**config.mk**
```make
export PLATFORM = sky130hd
export DESIGN_NAME = slave_responder_array
export DESIGN_NICKNAME = d
export VERILOG_FILES = /design/src/rtl/slave_responder_array.sv
export SDC_FILE = /design/constraint.sdc
export NUM_CORES = 2
export LEC_CHECK = 0
export BUFFER_PORTS_ARGS = -buffer_cell sky130_fd_sc_hd__buf_2
export CORE_ASPECT_RATIO = 1.1
export CORE_MARGIN = 4
export CORE_UTILIZATION = 40
export CTS_BUF_LIST = sky130_fd_sc_hd__clkbuf_8
export DETAILED_ROUTE_END_ITERATION = 10
export MAX_ROUTING_LAYER = met4
export SLEW_MARGIN = 20
export SYNTH_ARGS = -nofsm -noshare
export SYNTH_HDL_FRONTEND = slang
export SYNTH_SLANG_ARGS = --single-unit
```
**constraint.sdc**
```tcl
create_clock -name clock -period 3.7 [get_ports clock]
set_input_delay 0.74 -clock clock [delete_from_list [all_inputs] [get_ports clock]]
set_output_delay 0.74 -clock clock [all_outputs]
set_load 0.005 [all_outputs]
```
**src/rtl/slave_responder_array.sv**
```systemverilog
// slave_responder_array
//   Bank of byte-wide register-file slaves behind the unit address decoder.
//   One shared request/acknowledge FSM serves the lowest selected slave,
//   inserts WAIT_CYCLES wait states, then returns a one-cycle registered ack
//   (and read data for reads). Each slave holds 16 x 8-bit locations.
//
//   Optional feature macro: SLAVE_ADDR_CHECK_EN
//     defined   : addr[7:4] != 0 completes normally but the write is dropped
//                 and a read returns 8'hFF
//     undefined : addr[7:4] ignored, addresses alias modulo 16
//
// Ports
//   clock        in   rising-edge clock
//   reset_n      in   asynchronous active-low reset
//   sel_en_in    in   [NUM_SLAVES] slave select from decoder (expected one-hot)
//   wr_rd_s_in   in   1 = write, 0 = read
//   addr_in      in   [8] byte address
//   wr_data_in   in   [8] write data
//   rd_data_out  out  [8] read data, non-zero only in the ack cycle
//   ack_out      out  [NUM_SLAVES] per-slave one-cycle acknowledge
//
// States
//   S_IDLE | waiting for any select bit; captures the request
//   S_WAIT | counting wait states; select drop aborts the access
//   S_ACK  | ack / read data presented for one cycle
//   S_HOLD | waiting for the served select to drop before re-arming

module slave_responder_array #(
   parameter int WAIT_CYCLES = 2,
   parameter int NUM_SLAVES  = 6
) (
   input  logic                  clock,
   input  logic                  reset_n,
   input  logic [NUM_SLAVES-1:0] sel_en_in,
   input  logic                  wr_rd_s_in,
   input  logic [7:0]            addr_in,
   input  logic [7:0]            wr_data_in,
   output logic [7:0]            rd_data_out,
   output logic [NUM_SLAVES-1:0] ack_out
);

   localparam int IDX_W = (NUM_SLAVES > 1) ? $clog2(NUM_SLAVES) : 1;

   typedef enum logic [1:0] {S_IDLE, S_WAIT, S_ACK, S_HOLD} state_t;

   state_t                state, state_nxt;
   logic [IDX_W-1:0]      idx_q, idx_nxt, pick;
   logic                  wr_q, wr_nxt;
   logic [7:0]            addr_q, addr_nxt;
   logic [7:0]            data_q, data_nxt;
   logic [3:0]            cnt, cnt_nxt;
   logic [NUM_SLAVES-1:0] ack_nxt;
   logic [7:0]            rd_nxt;

   logic [IDX_W-1:0]      acc_idx;
   logic                  acc_wr;
   logic [7:0]            acc_addr;
   logic [7:0]            acc_data;
   logic                  enter_ack;
   logic                  addr_ok;
   logic                  mem_we;
   logic [7:0]            mem_rd;

   logic [7:0]            mem [NUM_SLAVES][16];

   // lowest set select bit wins
   always_comb begin
      pick = '0;
      for (int i = NUM_SLAVES - 1; i >= 0; i--) begin
         if (sel_en_in[i]) pick = IDX_W'(i);
      end
   end

   // With zero wait states the access completes on the capture edge, so the
   // live decoder inputs are used in IDLE and the captured copy otherwise.
   always_comb begin
      if (state == S_IDLE) begin
         acc_idx  = pick;
         acc_wr   = wr_rd_s_in;
         acc_addr = addr_in;
         acc_data = wr_data_in;
      end else begin
         acc_idx  = idx_q;
         acc_wr   = wr_q;
         acc_addr = addr_q;
         acc_data = data_q;
      end
   end

`ifdef SLAVE_ADDR_CHECK_EN
   assign addr_ok = (acc_addr[7:4] == 4'h0);
`else
   // upper address bits alias away in this build
   logic unused_addr_hi;
   assign addr_ok        = 1'b1;
   assign unused_addr_hi = ^acc_addr[7:4];
`endif

   assign mem_rd = mem[acc_idx][acc_addr[3:0]];

   always_comb begin
      state_nxt = state;
      idx_nxt   = idx_q;
      wr_nxt    = wr_q;
      addr_nxt  = addr_q;
      data_nxt  = data_q;
      cnt_nxt   = cnt;
      enter_ack = 1'b0;
      case (state)
         S_IDLE: begin
            if (|sel_en_in) begin
               idx_nxt  = pick;
               wr_nxt   = wr_rd_s_in;
               addr_nxt = addr_in;
               data_nxt = wr_data_in;
               if (WAIT_CYCLES == 0) begin
                  cnt_nxt   = 4'd0;
                  enter_ack = 1'b1;
                  state_nxt = S_ACK;
               end else begin
                  cnt_nxt   = 4'(WAIT_CYCLES);
                  state_nxt = S_WAIT;
               end
            end
         end
         S_WAIT: begin
            if (!sel_en_in[idx_q]) begin
               cnt_nxt   = 4'd0;
               state_nxt = S_IDLE;
            end else if (cnt <= 4'd1) begin
               cnt_nxt   = 4'd0;
               enter_ack = 1'b1;
               state_nxt = S_ACK;
            end else begin
               cnt_nxt = cnt - 4'd1;
            end
         end
         S_ACK:  state_nxt = S_HOLD;
         S_HOLD: begin
            if (!sel_en_in[idx_q]) state_nxt = S_IDLE;
         end
         default: state_nxt = S_IDLE;
      endcase
   end

   // Outputs are registered on the edge entering ACK; the read samples
   // storage as it stood before that edge.
   always_comb begin
      ack_nxt          = '0;
      ack_nxt[acc_idx] = enter_ack;
      rd_nxt           = 8'h00;
      if (enter_ack && !acc_wr) rd_nxt = addr_ok ? mem_rd : 8'hFF;
      mem_we = enter_ack && acc_wr && addr_ok;
   end

   always_ff @(posedge clock or negedge reset_n) begin
      if (!reset_n) begin
         state       <= S_IDLE;
         idx_q       <= '0;
         wr_q        <= 1'b0;
         addr_q      <= 8'h00;
         data_q      <= 8'h00;
         cnt         <= 4'd0;
         ack_out     <= '0;
         rd_data_out <= 8'h00;
      end else begin
         state       <= state_nxt;
         idx_q       <= idx_nxt;
         wr_q        <= wr_nxt;
         addr_q      <= addr_nxt;
         data_q      <= data_nxt;
         cnt         <= cnt_nxt;
         ack_out     <= ack_nxt;
         rd_data_out <= rd_nxt;
      end
   end

   always_ff @(posedge clock or negedge reset_n) begin
      if (!reset_n) begin
         for (int s = 0; s < NUM_SLAVES; s++) begin
            for (int a = 0; a < 16; a++) mem[s][a] <= 8'h00;
         end
      end else if (mem_we) begin
         mem[acc_idx][acc_addr[3:0]] <= acc_data;
      end
   end

endmodule

```
After elaboration in Yosys (flattened, before gate mapping) --
Index checks and enable logic that the tools add are counted. W data, S select, Z words.
Operators by class: order comparisons 8, shift-type cells 0, multiplexer cells 38, equal/unequal tests 6, div/mod/pow operators 0, multiply operators 0, reduce and logical (&&, ||, !) cells 12, add/sub/neg operators 1, bitwise operators 3
Operators by type and width (number):
- $bwmux W768 | 1
- $bmux W128 S3 | 1
- $demux W128 S3 | 1
- $mux W128 | 3
- $mux W8 | 5
- $bmux W8 S4 | 1
- $demux W8 S4 | 1
- $mux W3 | 7
- $mux W4 | 4
- $lt A3 B4 Y1 const B | 2
- $mux W2 | 4
- $pmux W2 S4 | 1
- $pmux W4 S2 | 1
- $and A6 B6 Y6 | 1
- $mux W1 | 6
- $reduce_or A6 Y1 | 1
- $ge A5 B5 Y1 const B | 1
- $logic_and A1 B1 Y1 | 5
- $lt A5 B1 Y1 const B | 1
- $not A4 Y5 | 1
- $eq A2 B2 Y1 const B | 2
- $ge A4 B4 Y1 const B | 1
- $le A4 B1 Y1 const B | 1
- $lt A4 B1 Y1 const B | 1
- other kinds (14) | 15
Word-level totals: memories kept 0, word-level logic and storage cells 172, output and inout bits 14, input bits 25, ROM bits 0, bits in latches 0, bits in registers 804, RAM bits 0

Longest topological paths before layout --
depth after elaboration 15, depth in mapped cells 14, mapped depth without buffers 9

Worst setup path before layout --
No wires, ideal clock.
path kind input to register, start input sel_en_in[2], end register rd_data_out[7], buffers on the path 3, data required time 3.571 ns, path slack 0.761 ns, library setup time 0.129 ns, stages 12, arrival time 2.811 ns, cell sequence or4_1 > o21a_1 > or2_2 > clkbuf_1 > buf_2 > buf_1 > o22ai_1 > a31oi_1 > a21oi_1 > nor4_1 > o22ai_1 > nor4b_2
On the way: word-level cells in the longest chain between the ends 12, elaborated cells on any way between the ends 17, those cells by class mux: 15; bitwise: 1; reduce/logical: 1
RTL lines:
- from (decl) | RTL line 34 | input logic [NUM_SLAVES-1:0] sel_en_in,
- $mux W3 (3 in a row) | RTL line 70 | if (sel_en_in[i]) pick = IDX_W'(i);
- $mux W3 | RTL line 77 | if (state == S_IDLE) begin
- $not A3 Y4 (implied by the code) | RTL line 99 | assign mem_rd = mem[acc_idx][acc_addr[3:0]];
- $bmux W128 S3 | RTL line 99
- $mux W128 (implied by the code) (2 in a row) | RTL line 99
- $bmux W8 S4 | RTL line 99
- $mux W8 (implied by the code) (2 in a row) | RTL line 99
- $mux W8 * | RTL line 152 | if (enter_ack && !acc_wr) rd_nxt = addr_ok ? mem_rd : 8'hFF;
- via rd_nxt[7] | RTL line 53 | logic [7:0] rd_nxt;
- to (signal assigned) | RTL line 174 | rd_data_out <= rd_nxt;
- to (decl) | RTL line 38 | output logic [7:0] rd_data_out,
Mark *: on every way through the listed nets, which the timed path passes. The rest lies on a longest branch. The select of a mux whose other input is x is not followed. A chain may end at the register's enable or synchronous reset.

==> key figures <==
Synthesis
  • Top FF cell, synth: dfrtp_1
  • Cells after Synth: 3,871
  • Largest cells by area after synthesis: dfrtp_1, nand2_1, o21ai_0
  • Synth warn: 0
  • Area leader, netlist: dfrtp_1
  • Synth unique cells: 62
  • Netlist Area Pre-Place: 35,100 um^2
  • Asr flop ratio synth: 1.000
  • Syn Nets: 3,898
  • Synth top area share: 0.5733
  • Sequential fraction of the synthesis area: 0.5733
  • Synth Area per Inst: 9.066 um^2
  • Flops & latches, synth: 804
  • Post-synth EDFFs: 0

Global route
  • Busiest grt layer: met2
  • Vias in the first global route: 28.45k
  • Total GRT Usage: 0.2509
  • Grt ovf: 0
  • Met1 Track Usage GR: 0.3385
  • Met3 usage: 0.04659
  • M2 GR Usage: 0.3816
  • Largest net degree at the start of global routing: 101
  • First-pass GRT wire length: 175,500 um
  • Initial antenna violation count: 2

Floorplanning
  • Die Area: 92,550 um^2
  • Ports: 39
  • Die X: 290.4 um
  • Area of the core: 86,670 um^2
  • Cell Rows: 113
  • Die height: 318.7 um
  • Initial Util: 0.4049

Detailed routing
  • Average wire per standard cell: 21.34 um
  • Vias/cell: 5.501
  • DRC Markers: 0
  • ANT nets after route: 0
  • Vias post-DR: 28.99k
  • DR iter-0 viols: 2,483
  • Final WL: 112,400 um
  • Router iterations before antenna repair: 6

Place
  • GP Congestion: 0.8583
  • DP Area: 38,470 um^2
  • Setup Slack @ Placement: -266.9 ps
  • DP HPWL: 70,840 um
  • Port buffer count: 34
  • Placed Cells: 5,029

Clock network
  • CTS buffer count: 137
  • Clk slew on worst S/H paths: 60 ps
  • CTS tree: done
  • CTS root buf: clkbuf_8
  • Clock sinks: 804
  • Clk_lat worst skew: 800 ps
  • Clock Path Buffers: 3
  • H-Tree Depth: 4

Finish
  • Area growth, synth to finish: 17.42%
  • Share of layout cells above drive strength 1: 0.1399
  • Post-route cell area: 41,210 um^2
  • Fin cells: 5,270
  • Final nets: 4,052
  • Core Util, Final: 0.4755
  • Footprint of the multi-input gates: 13,860 um^2
  • Register Area: 20,120 um^2
  • Fill count: 8,264

STA
  • Setup TNS: 0 ps
  • Worst setup margin: 130.9 ps
  • Fin crit share: 0.9646
  • Fin crit period: 3569 ps
  • Relative slew slack: 0.2693
  • Skew final: 40.29 ps
  • Final hold vios: 0
  • Fmax: 280.2 MHz
  • Final slew viol count: 0
  • Final setup fails: 0
  • Worst-margin pin slew: 1091 ps
  • RSZ-0062 raised after global routing: true
  • WHS: 193.0 ps

Setup path
  • Crit Path Max Fanout: 16
  • CP startpoint kind: flip-flop
  • CP required: 4340 ps
  • Critical path arrival: 4210 ps
  • Crit end category: flip-flop
  • R2r endpoint: rd_data_out[1]
  • R2R Setup Slk: 130 ps
  • Setup CP Type: reg -> reg
  • CP endpoint: rd_data_out[1]
  • R2R cell count: 14

Pwr
  • Clock Power Share: 0.231
  • PD cells: 819.4 nW/um^2
  • Switch Pwr: 14.64 mW
  • Gate power share: 0.455
  • Leak: 18.55 nW
  • Flop pwr share: 0.314
  • Max IR drop VDD: 604.8 uV
  • Total power: 33.77 mW
  • Sw frac: 0.4336
  • P_int: 19.13 mW

Run
  • Max_cap viols: 0

Hold path
  • Worst hold path type: in -> reg

Outcome
  • Status: finished clean
## cell usage in the layout (no fill, tap or decap), types with 5 or more instances in the layout
cell        instances
a21oi_1           228
a221oi_1            5
a222oi_1           15
a22oi_1             9
a31oi_1            65
a32oi_1            17
buf_12             60
buf_2              33
buf_4             229
clkbuf_8          165
clkinv_2            9
clkinvlp_4          8
dfrtp_1           804
inv_1              59
mux2_2             23
mux2i_1            78
mux2i_4             8
nand2_1          1039
nand2b_1            5
nand3_1             7
nor2_1            221
nor3_1             12
nor4_1              6
o211ai_1            5
o21a_1              5
o21ai_0           769
o21ai_1             9
o221ai_1           29
o22a_1             10
o22ai_1            97
o31ai_1             6
o41ai_1             7
## synth_stat cells, types with 4 or more instances
| cell | number |
|---|---|
| nor4_1 | 8 |
| o31ai_1 | 7 |
| nand2b_1 | 6 |
| buf_4 | 10 |
| o21ai_1 | 11 |
| buf_1 | 11 |
| nor3_1 | 12 |
| nand2_1 | 1043 |
| dfrtp_1 | 804 |
| a21oi_1 | 229 |
| a32oi_1 | 18 |
| clkbuf_1 | 239 |
| mux2_2 | 23 |
| o221ai_1 | 29 |
| o41ai_1 | 7 |
| a31oi_1 | 66 |
| buf_2 | 38 |
| mux2i_1 | 86 |
| a222oi_1 | 15 |
| buf_6 | 9 |
| o21ai_0 | 770 |
| nand3_1 | 7 |
| a221oi_1 | 6 |
| o21a_1 | 5 |
| inv_1 | 13 |
| nor2_1 | 223 |
| o211ai_1 | 5 |
| o22a_1 | 10 |
| a22oi_1 | 9 |
| a2111oi_0 | 4 |
| o22ai_1 | 97 |
## kinds of logic after synthesis
| group | after synthesis | share of synthesized area |
|---|---|---|
| simple gates | 1319 | 0.1451 |
| compound gates | 1311 | 0.2080 |
| flops | 804 | 0.5733 |
| buf+inv | 323 | 0.03968 |
| mux | 112 | 0.03319 |
| fa+ha+maj | 2 | 0.0007129 |
## critical path: stages (launching register included)
cell and delay [ps]:
dfrtp_1 490, or2_1 320, buf_4 230, a32oi_4 250
buf_12 190, buf_4 180, o22ai_1 80, a31oi_1 200
a21oi_1 100, buf_4 190, a2111oi_1 360, buf_4 210
o21ai_0 70, buf_4 210, a2111oi_2 300
## flip-flops by register name, indices dropped and copies added, names as in the netlist, named ones only
name and flops:
rd_data_out 8, ack_out 6, mem 768, wr_q 1, addr_q 4, state 1, cnt 4, idx_q 3
data_q 8
## how the worst min path moves through the flow
stage | cells after the start | startpoint | slack (ps) | endpoint
global placement | 2 | mem[358] | 460 | mem[358]
global route | 2 | wr_rd_s_in | 160 | wr_q
CTS | 2 | wr_rd_s_in | 110 | wr_q
finish | 2 | wr_rd_s_in | 190 | wr_q
detailed placement | 2 | mem[38] | 460 | mem[38]
floorplan | 0 | reset_n | 440 | async pin
## final cells by class
class	count	share of cell area
Antenna cell	2	0.0001214
Clock buffer	165	0.05511
Clock inverter	67	0.008623
Inverter	14	0.001275
Multi-Input combinational cell	2744	0.3363
Sequential cell	804	0.4882
Tap cell	1150	0.03492
Timing Repair Buffer	324	0.07548
## repair_timing
item,4_1_cts,5_1_grt
hold endpoints to repair,54,0
gates cloned,0,0
setup buffers,4,2
endpoints found under the setup margin,3,6
resized for setup,3,6
hold buffers,1,0
pin swaps,0,2
## per-layer routing
metal | part of all wire | up-vias
met5 | 0 | -
met4 | 0.037 | 0
met3 | 0.066 | 239
met2 | 0.45 | 972
met1 | 0.45 | 14100
li1 | - | 13680
## power by group through the flow
| stage | Combinational [mW] | Sequential (mW) | Clock (mW) |
|---|---|---|---|
| after floorplan | 7.48 | 10.5 | 0 |
| after global placement | 15.0 | 10.7 | 0 |
| after detailed placement | 15.0 | 10.8 | 0 |
| after CTS | 15.1 | 10.6 | 7.95 |
| after global routing | 16.2 | 10.7 | 8.37 |
| final | 15.4 | 10.6 | 7.78 |
Power figures use the tool's default switching activity.
